[src/rtl/sdpram_cnt_ctrl_if.sv]
// Host-side increment, query and response signals of the statistics counter controller.
interface sdpram_cnt_ctrl_if #(
    parameter int unsigned ADDR_WIDTH = 8,
    parameter int unsigned CNT_WIDTH  = 64,
    parameter int unsigned INC_WIDTH  = 16
);
    logic                  inc_valid;
    logic                  inc_ready;
    logic [ADDR_WIDTH-1:0] inc_addr;
    logic [INC_WIDTH-1:0]  inc_val;
    logic                  qry_valid;
    logic                  qry_ready;
    logic [ADDR_WIDTH-1:0] qry_addr;
    logic                  qry_clr;
    logic                  rsp_valid;
    logic [CNT_WIDTH-1:0]  rsp_data;

    modport master (
        output inc_valid, inc_addr, inc_val, qry_valid, qry_addr, qry_clr,
        input  inc_ready, qry_ready, rsp_valid, rsp_data
    );

    modport slave (
        input  inc_valid, inc_addr, inc_val, qry_valid, qry_addr, qry_clr,
        output inc_ready, qry_ready, rsp_valid, rsp_data
    );
endinterface

[src/rtl/sdpram_cnt_ctrl.sv]
// Read-modify-write controller for a counter table in a simple dual-port RAM,
// with table clear, query/read-clear port and write-history forwarding.
module sdpram_cnt_ctrl #(
    parameter int unsigned CNT_WIDTH  = 64,
    parameter int unsigned DEPTH      = 256,
    parameter int unsigned LATENCY    = 2,
    parameter int unsigned INC_WIDTH  = 16,
    parameter int unsigned ADDR_WIDTH = $clog2(DEPTH)
) (
    input  logic                  clk,
    input  logic                  rst_n,
    sdpram_cnt_ctrl_if.slave      bus,
    input  logic                  clr_all,
    output logic                  init_done,
    output logic                  ram_wea,
    output logic [ADDR_WIDTH-1:0] ram_addra,
    output logic [CNT_WIDTH-1:0]  ram_dina,
    output logic [ADDR_WIDTH-1:0] ram_addrb,
    input  logic [CNT_WIDTH-1:0]  ram_doutb
);
    localparam int unsigned SUM_W = CNT_WIDTH + 1;
    localparam logic [ADDR_WIDTH-1:0] LAST_ADDR = ADDR_WIDTH'(DEPTH - 1);

    typedef enum logic [1:0] {ST_CLEAR, ST_RUN, ST_DRAIN} state_e;

    typedef struct packed {
        logic                  vld;
        logic                  is_qry;
        logic                  clr;
        logic [ADDR_WIDTH-1:0] addr;
        logic [INC_WIDTH-1:0]  inc;
    } op_t;

    typedef struct packed {
        logic                  vld;
        logic [ADDR_WIDTH-1:0] addr;
        logic [CNT_WIDTH-1:0]  data;
    } hist_t;

    state_e                state_q, state_d;
    logic                  clr_we_q, clr_we_d;
    logic [ADDR_WIDTH-1:0] clr_addr_q, clr_addr_d;
    logic                  init_done_q;
    op_t                   pipe_q [LATENCY];
    op_t                   pipe_d [LATENCY];
    hist_t                 hist_q [LATENCY];
    hist_t                 hist_d [LATENCY];

    op_t                   issue_op;
    op_t                   res_op;
    logic                  run;
    logic                  pipe_busy;
    logic                  fwd_hit;
    logic                  res_we;
    logic [CNT_WIDTH-1:0]  old_val;
    logic [CNT_WIDTH-1:0]  res_data;
    logic [SUM_W-1:0]      sum;

    assign run = (state_q == ST_RUN);

    // Issue: queries win over increments; one op per cycle.
    always_comb begin
        issue_op = '0;
        if (run && bus.qry_valid) begin
            issue_op.vld    = 1'b1;
            issue_op.is_qry = 1'b1;
            issue_op.clr    = bus.qry_clr;
            issue_op.addr   = bus.qry_addr;
        end else if (run && bus.inc_valid) begin
            issue_op.vld  = 1'b1;
            issue_op.addr = bus.inc_addr;
            issue_op.inc  = bus.inc_val;
        end
    end

    // Result stage: the youngest history write to the same address overrides stale RAM data.
    always_comb begin
        res_op  = pipe_q[LATENCY-1];
        old_val = ram_doutb;
        fwd_hit = 1'b0;
        for (int unsigned i = 0; i < LATENCY; i++) begin
            if (!fwd_hit && hist_q[i].vld && (hist_q[i].addr == res_op.addr)) begin
                fwd_hit = 1'b1;
                old_val = hist_q[i].data;
            end
        end
        sum      = {1'b0, old_val} + SUM_W'(res_op.inc);
        res_we   = res_op.vld && (!res_op.is_qry || res_op.clr);
        res_data = '0;
        if (res_op.vld && !res_op.is_qry) begin
            res_data = sum[CNT_WIDTH] ? {CNT_WIDTH{1'b1}} : sum[CNT_WIDTH-1:0];
        end
    end

    assign bus.qry_ready = run;
    assign bus.inc_ready = run && !bus.qry_valid;
    assign bus.rsp_valid = res_op.vld && res_op.is_qry;
    assign bus.rsp_data  = (res_op.vld && res_op.is_qry) ? old_val : '0;
    assign ram_addrb     = issue_op.addr;
    assign ram_wea       = clr_we_q || res_we;
    assign ram_addra     = clr_we_q ? clr_addr_q : (res_we ? res_op.addr : '0);
    assign ram_dina      = res_data;
    assign init_done     = init_done_q;

    // Next state: FSM, clear sweep, op pipeline and time-ordered write history.
    always_comb begin
        state_d    = state_q;
        clr_we_d   = clr_we_q;
        clr_addr_d = clr_addr_q;
        pipe_busy  = 1'b0;
        for (int unsigned i = 0; i < LATENCY; i++) begin
            pipe_busy = pipe_busy || pipe_q[i].vld;
        end

        pipe_d[0] = issue_op;
        for (int unsigned i = 1; i < LATENCY; i++) begin
            pipe_d[i] = pipe_q[i-1];
        end
        hist_d[0].vld  = res_we;
        hist_d[0].addr = res_op.addr;
        hist_d[0].data = res_data;
        for (int unsigned i = 1; i < LATENCY; i++) begin
            hist_d[i] = hist_q[i-1];
        end

        case (state_q)
            ST_CLEAR: begin
                if (!clr_we_q) begin
                    clr_we_d   = 1'b1;
                    clr_addr_d = '0;
                end else if (clr_addr_q == LAST_ADDR) begin
                    clr_we_d = 1'b0;
                    state_d  = ST_RUN;
                end else begin
                    clr_addr_d = clr_addr_q + 1'b1;
                end
            end
            ST_RUN: begin
                if (clr_all) state_d = ST_DRAIN;
            end
            ST_DRAIN: begin
                if (!pipe_busy) state_d = ST_CLEAR;
            end
            default: state_d = ST_CLEAR;
        endcase
    end

    always_ff @(posedge clk or negedge rst_n) begin
        if (!rst_n) begin
            state_q     <= ST_CLEAR;
            clr_we_q    <= 1'b0;
            clr_addr_q  <= '0;
            init_done_q <= 1'b0;
            for (int unsigned i = 0; i < LATENCY; i++) begin
                pipe_q[i] <= '0;
                hist_q[i] <= '0;
            end
        end else begin
            state_q     <= state_d;
            clr_we_q    <= clr_we_d;
            clr_addr_q  <= clr_addr_d;
            init_done_q <= (state_d == ST_RUN);
            pipe_q      <= pipe_d;
            hist_q      <= hist_d;
        end
    end
endmodule

[src/flat_wrapper.sv]
// flat-port wrapper written by rule: the top's interface ports become plain ports
module sdpram_cnt_ctrl_flat 
#(
    parameter int unsigned CNT_WIDTH  = 64,
    parameter int unsigned DEPTH      = 256,
    parameter int unsigned LATENCY    = 2,
    parameter int unsigned INC_WIDTH  = 16,
    parameter int unsigned ADDR_WIDTH = $clog2(DEPTH)
)
  (clk, rst_n, clr_all, init_done, ram_wea, ram_addra, ram_dina, ram_addrb, ram_doutb, bus_inc_valid, bus_inc_addr, bus_inc_val, bus_qry_valid, bus_qry_addr, bus_qry_clr, bus_inc_ready, bus_qry_ready, bus_rsp_valid, bus_rsp_data);
  sdpram_cnt_ctrl_if #(.ADDR_WIDTH(ADDR_WIDTH), .CNT_WIDTH(CNT_WIDTH), .INC_WIDTH(INC_WIDTH)) bus_i ();
  input  logic clk;
  input  logic rst_n;
  input  logic clr_all;
  output logic init_done;
  output logic ram_wea;
  output logic [ADDR_WIDTH-1:0] ram_addra;
  output logic [CNT_WIDTH-1:0] ram_dina;
  output logic [ADDR_WIDTH-1:0] ram_addrb;
  input  logic [CNT_WIDTH-1:0] ram_doutb;
  input wire logic [$bits(bus_i.inc_valid)-1:0] bus_inc_valid;
  input wire logic [$bits(bus_i.inc_addr)-1:0] bus_inc_addr;
  input wire logic [$bits(bus_i.inc_val)-1:0] bus_inc_val;
  input wire logic [$bits(bus_i.qry_valid)-1:0] bus_qry_valid;
  input wire logic [$bits(bus_i.qry_addr)-1:0] bus_qry_addr;
  input wire logic [$bits(bus_i.qry_clr)-1:0] bus_qry_clr;
  output wire logic [$bits(bus_i.inc_ready)-1:0] bus_inc_ready;
  output wire logic [$bits(bus_i.qry_ready)-1:0] bus_qry_ready;
  output wire logic [$bits(bus_i.rsp_valid)-1:0] bus_rsp_valid;
  output wire logic [$bits(bus_i.rsp_data)-1:0] bus_rsp_data;
  assign bus_i.inc_valid = bus_inc_valid;
  assign bus_i.inc_addr = bus_inc_addr;
  assign bus_i.inc_val = bus_inc_val;
  assign bus_i.qry_valid = bus_qry_valid;
  assign bus_i.qry_addr = bus_qry_addr;
  assign bus_i.qry_clr = bus_qry_clr;
  assign bus_inc_ready = bus_i.inc_ready;
  assign bus_qry_ready = bus_i.qry_ready;
  assign bus_rsp_valid = bus_i.rsp_valid;
  assign bus_rsp_data = bus_i.rsp_data;
  sdpram_cnt_ctrl #(.CNT_WIDTH(CNT_WIDTH), .DEPTH(DEPTH), .LATENCY(LATENCY), .INC_WIDTH(INC_WIDTH), .ADDR_WIDTH(ADDR_WIDTH)) u_core (.clk(clk), .rst_n(rst_n), .bus(bus_i), .clr_all(clr_all), .init_done(init_done), .ram_wea(ram_wea), .ram_addra(ram_addra), .ram_dina(ram_dina), .ram_addrb(ram_addrb), .ram_doutb(ram_doutb));
endmodule
[config.mk]
export PLATFORM = sky130hd
export DESIGN_NAME = sdpram_cnt_ctrl_flat
export DESIGN_NICKNAME = d
export VERILOG_FILES = /design/src/rtl/sdpram_cnt_ctrl_if.sv /design/src/rtl/sdpram_cnt_ctrl.sv /design/src/flat_wrapper.sv
export SDC_FILE = /design/constraint.sdc
export NUM_CORES = 1
export LEC_CHECK = 0
export ABC_AREA = 1
export CORE_AREA = 2 2 159 161
export CTS_CLUSTER_SIZE = 16
export DETAILED_ROUTE_END_ITERATION = 16
export DIE_AREA = 0 0 161 163
export HOLD_SLACK_MARGIN = 0.1
export MAX_ROUTING_LAYER = met4
export PLACE_DENSITY = 0.82
export SYNTH_ARGS = -nofsm -noshare
export SYNTH_HDL_FRONTEND = slang
export SYNTH_SLANG_ARGS = --single-unit
[constraint.sdc]
create_clock -name clk -period 6.6 [get_ports clk]
set_input_delay 1.32 -clock clk [delete_from_list [all_inputs] [get_ports clk]]
set_output_delay 1.32 -clock clk [all_outputs]
set_load 0.02 [all_outputs]
### After elaboration in Yosys (flattened, before gate mapping)

Index checks and enable logic that the tools add are counted.

* RAM bits: 0
* output and inout bits: 149
* latch bits: 0
* bits in read-only memories: 0
* bits in registers: 212
* logic and storage cells: 69
* memories kept: 0
* input port bits: 102

* bitwise gates (word level): 0
* muxes and demuxes: 23
* shift operators: 0
* reductions and logical operators: 17
* $mul: 0
* magnitude comparators: 0
* add/sub/neg operators: 2
* equal/unequal tests: 7
* divide/modulo/power cells: 0

Operators with widths (count)
* $mux W64: 5
* $add A64 B16 Y65: 1
* $mux W8: 5
* $mux W24: 1
* $eq A8 B8 Y1: 2
* $mux W16: 1
* $mux W2: 5
* $logic_and A1 B1 Y1: 9
* $add A8 B1 Y8 const B: 1
* $eq A8 B8 Y1 const B: 1
* $pmux W2 S3: 1
* $mux W1: 5
* $eq A2 B1 Y1 const B: 2
* $logic_not A1 Y1: 3
* $logic_or A1 B1 Y1: 3
* $eq A2 B2 Y1 const B: 1
* $logic_not A2 Y1: 1
* $ne A2 B2 Y1 const B: 1
* $reduce_and A2 Y1: 1

### Longest topological paths before layout

* depth after elaboration: 10
* gate-level depth with buffers: 35
* depth with buffers taken out: 32

### Worst setup path before layout

No wires, ideal clock.

* path type: flip-flop to output port
* start point: register u_core.pipe_q (netlist bit u_core.hist_d[141])
* end point: output ram_dina[25]
* path buffers: 6
* path slack: 0.717 ns
* required time: 5.280 ns
* arrival: 4.563 ns
* stages on the path, launching flop included: 30
* cell sequence: dfrtp_1 > inv_2 > nand2_1 > nand2_1 > a21oi_4 > nand3_2 > nand2_1 > buf_2 > clkbuf_1 > buf_2 > nor2_1 > or2_2 > inv_1 > ha_1 > inv_1 > fa_1 > o21ai_1 > a21boi_1 > o21ai_1 > nand2_1 > nand2_1 > nand3_2 > nor2_4 > nand4_4 > nor2_4 > nand2_2 > buf_6 > buf_6 > a21oi_1 > buf_4

RTL lines
* start: declaration: RTL line sdpram_cnt_ctrl.sv:44 `op_t pipe_q [LATENCY];`
* start signal: assignment: RTL line sdpram_cnt_ctrl.sv:163 `pipe_q <= pipe_d;`
* end: declaration: RTL line flat_wrapper.sv:18 `output logic [CNT_WIDTH-1:0] ram_dina;`

### Worst setup path after layout

* start point: register u_core.pipe_q (netlist bit u_core.hist_d[138])
* end point: output ram_dina[56]

* word-level cells in the longest chain between the ends: 10
* elaborated cells between the ends (all ways): 12
* classes of those cells: 1 x add/sub; 2 x eq/ne; 5 x mux; 4 x reduce/logical

Ends and longest elaborated chain
* $eq A8 B8 Y1: RTL line sdpram_cnt_ctrl.sv:82 `if (!fwd_hit && hist_q[i].vld && (hist_q[i].addr == res_op.addr)) begin`
* $logic_and A1 B1 Y1: RTL line sdpram_cnt_ctrl.sv:82
* $mux W1: RTL line sdpram_cnt_ctrl.sv:82
* $logic_not A1 Y1: RTL line sdpram_cnt_ctrl.sv:82
* $logic_and A1 B1 Y1 (2 in a row): RTL line sdpram_cnt_ctrl.sv:82
* $mux W64 *: RTL line sdpram_cnt_ctrl.sv:82
* $add A64 B16 Y65 *: RTL line sdpram_cnt_ctrl.sv:87 `sum = {1'b0, old_val} + SUM_W'(res_op.inc);`
* $mux W64 *: RTL line sdpram_cnt_ctrl.sv:91 `res_data = sum[CNT_WIDTH] ? {CNT_WIDTH{1'b1}} : sum[CNT_WIDTH-1:0];`
* $mux W64 *: RTL line sdpram_cnt_ctrl.sv:90 `if (res_op.vld && !res_op.is_qry) begin`

Every way passes the cells marked *; elsewhere a longest branch is shown, timed or not.

==> impl_results.md <==
* Setup tns final at 0 ps
* Max cap viols at 0
* GR Util All Layers at 32.3%
* Length of the first detailed-routing pass in iterations at 5
* Worst slew margin at 27.5%
* Layout Nets at 2096
* DRT iter0 DRCs at 1152
* Final Hold Viols at 0
* Max Root-Sink Buffers at 3
* Gpl congestion at 1.06
* Core Box Area at 24700 um2
* Initial antenna violation count at 2
* Commonest non-fill, non-tap cells in the layout: 502 x nand2_1, 238 x inv_1, 220 x nor2_1
* Final Cycle Share at 95.9%
* First-pass GRT wire length at 63.9 mm
* Synth Register Bits at 212
* Pin count of the biggest net entering global routing at 121
* Most common cell after layout, fill and taps aside: nand2_1
* Share of layout cells above drive strength 1 at 14.9%
* Synth-to-Final Area Change at 24.2%
* Worst-Skew Late Latency at 530 ps
* Critical-path top delay cell: dfrtp_2
* Slew @ Worst Pin at 1090 ps
* Flop-to-flop setup slack at 2210 ps
* Final Slew Violations at 0
* # IOs at 251
* Status: complete, no violations
* Chip height at 163 um
* Antenna Nets Post-Route at 0
* Synth Cell Area at 12800 um2
* Power consumption at 2.88 mW
* Worst VDD drop at 0.203 mV
* Hold WS at 344 ps
* P per Cell Area at 181 nW/um2
* Placed cells at 2273
* Root Buffer: clkbuf_16
* Met2 wire len at 19.7 mm
* DR vias/cell at 5.19
* Post-route cell area at 15900 um2
* Hold depth at 0
* RSZ-0062 raised after global routing: true
* Worst reg2reg path depth at 27
* CP max stage delay at 470 ps
* Syn Nets at 1897
* Max Freq at 0.158 GHz
* Final setup viols at 0
* Via count at 12100
* Overall die width at 161 um
* RR Startpoint: u_core.hist_d[138]
* Mapped Cells at 1777
* Count of flip-flops with a built-in enable after synthesis at 0
* Post-Layout Cell Count at 2326
* GRT overflow at 0
* Metal3 WL at 2.72 mm
* Critical path arrival at 5010 ps
* CTS sink cnt at 212
* Cell area after placement at 15200 um2
* # port buffers at 250
* Fill cells at 2197
* Yosys warns at 0
* Crit path required time at 5280 ps
* Hold Path Class: reg2reg
* Max FO, Critical Path at 22
* Die area at 26200 um2
* Worst Hold Path EP: u_core.pipe_q[10]
* Metal1 wirelength at 16.7 mm
* Ys flop type: dfrtp_1
* Startpoint Class: flip-flop
* Final wirelength at 41.1 mm
* Netlist cell types at 46
* Post-DP HPWL at 31.0 mm
* Clock-pin slew on the worst setup and hold paths at 60 ps
* Cts hold-fix bufs at 0
* DRC viols at 0
* DR WL/cell at 17.7 um
* Leak Pwr at 8.19 nW
* Syn Area/Cell at 7.21 um2
* Layout Skew at 29.2 ps
* Post-synthesis sequential area ratio at 41.4%
* Fraction of registers with async set/reset at 100%
* Highest metal layer with signal wires: met4
* Vias in the first global route at 11800
* H-tree Lvls at 1
* FP Rows at 58
* CTS tree: done
* R2R Path End: u_core.hist_d[43]
* Crit path kind: reg2out
* Starting density of the core at 51.9%
* Minimum clock period at 6330 ps
* Hold wc startpoint: u_core.pipe_d[10]
* Cts bufs inserted at 24
* CP endpoint kind: output port
[synth_stat cells (2+ instances only)]
library cell / instances / area share, %
o21ai_1: 13 / 0.51
ha_1: 17 / 1.7
buf_6: 14 / 1.2
inv_2: 18 / 0.53
nand2_2: 11 / 0.54
a21oi_1: 66 / 2.6
o21ai_2: 3 / 0.21
buf_2: 10 / 0.39
nand3b_1: 3 / 0.18
nor2_1: 229 / 6.7
inv_1: 239 / 7.0
nor3_2: 2 / 0.16
buf_4: 76 / 4.5
nor2_2: 19 / 0.93
nand2_1: 508 / 15
or2_2: 16 / 0.78
clkbuf_1: 24 / 0.70
o21ai_0: 26 / 1.0
clkinv_1: 2 / 0.059
a21boi_1: 2 / 0.12
xnor2_1: 12 / 0.82
nand3_2: 3 / 0.23
xor2_1: 32 / 2.2
nor2_4: 7 / 0.62
nor3_1: 6 / 0.23
dfrtp_1: 212 / 41
nand3_1: 136 / 5.3
a21oi_2: 26 / 1.8
nor4_1: 2 / 0.098
o22ai_1: 3 / 0.15
nand4_1: 25 / 1.2
[sequential cells by signal, summed over array words and instances, names as in the netlist]
signal / count
u_core.state_q: 2
u_core.clr_addr_q: 8
u_core.hist_q: 73
u_core.clr_we_q: 1
u_core.init_done: 1
u_core.pipe_d: 27
u_core.hist_d: 81
u_core.pipe_q: 19
[worst max path at each step]
stage,startpoint,to,slack (ps)
after global placement,ram_doutb[0],ram_dina[42],-60
after global routing,u_core.hist_d[140],ram_dina[45],-30
after floorplan,u_core.hist_d[141],ram_dina[25],720
final,u_core.hist_d[138],ram_dina[56],270
after detailed placement,ram_doutb[0],ram_dina[39],-160
after CTS,u_core.hist_d[143],ram_dina[57],40
[repair_timing]
action	in CTS	in global routing
pin swaps	0	6
gates resized for setup	74	143
buffers inserted	0	7
setup endpoints to repair	64	64
[area by class of cell]
class	count	area [um2]	share of cell area (%)
Multi-Input combinational cell	1179	5770	36.2
Sequential cell	212	5310	33.4
Timing Repair Buffer	299	2630	16.5
Inverter	260	981	6.16
Clock buffer	28	657	4.13
Tap cell	330	413	2.59
Clock inverter	16	146	0.920
Antenna cell	2	5.00	0.0314
[critical path, delay by kind of cell, from the launching register on]
family	cells	cell delay [ps]
AOI/OAI and AO/OA	5	690
adders and majority gates	2	510
buffers and inverters	8	960
DFF	1	470
and+or+nand+nor	13	1820
[metrics by stage]
stage               worst slack, ps  util, %
floorplan                       717        -
global placement              -57.9     61.6
detailed placement             -160     61.6
CTS                            37.1     64.7
global route                  -32.5     64.5
finish                          269     64.5
[cells by family after synthesis]
logic type	count (synthesis)	synth area share, %
buffers and inverters	386	14.6
AO/OA/AOI/OAI	147	6.93
AND/OR/NAND/NOR	970	32.3
flip-flops	212	41.4
XOR/XNOR	44	3.01
adder cells (fa/ha/maj)	18	1.82
[where the power goes]
| part | total (mW) | switching [mW] | internal, mW |
|---|---|---|---|
| registers | 1.30 | 0 | 1.30 |
| clock network | 1.35 | 0.584 | 0.766 |
| logic | 0.233 | 0.135 | 0.0977 |
[routing by layer]
layer | vias up | GRT usage, %
li1 | 5812 | -
met1 | 5599 | 39.9
met2 | 537 | 52.9
met3 | 115 | 4.74
met4 | 0 | 14.5
met5 | - | -
No activity file was read; power rests on OpenSTA's default activity.
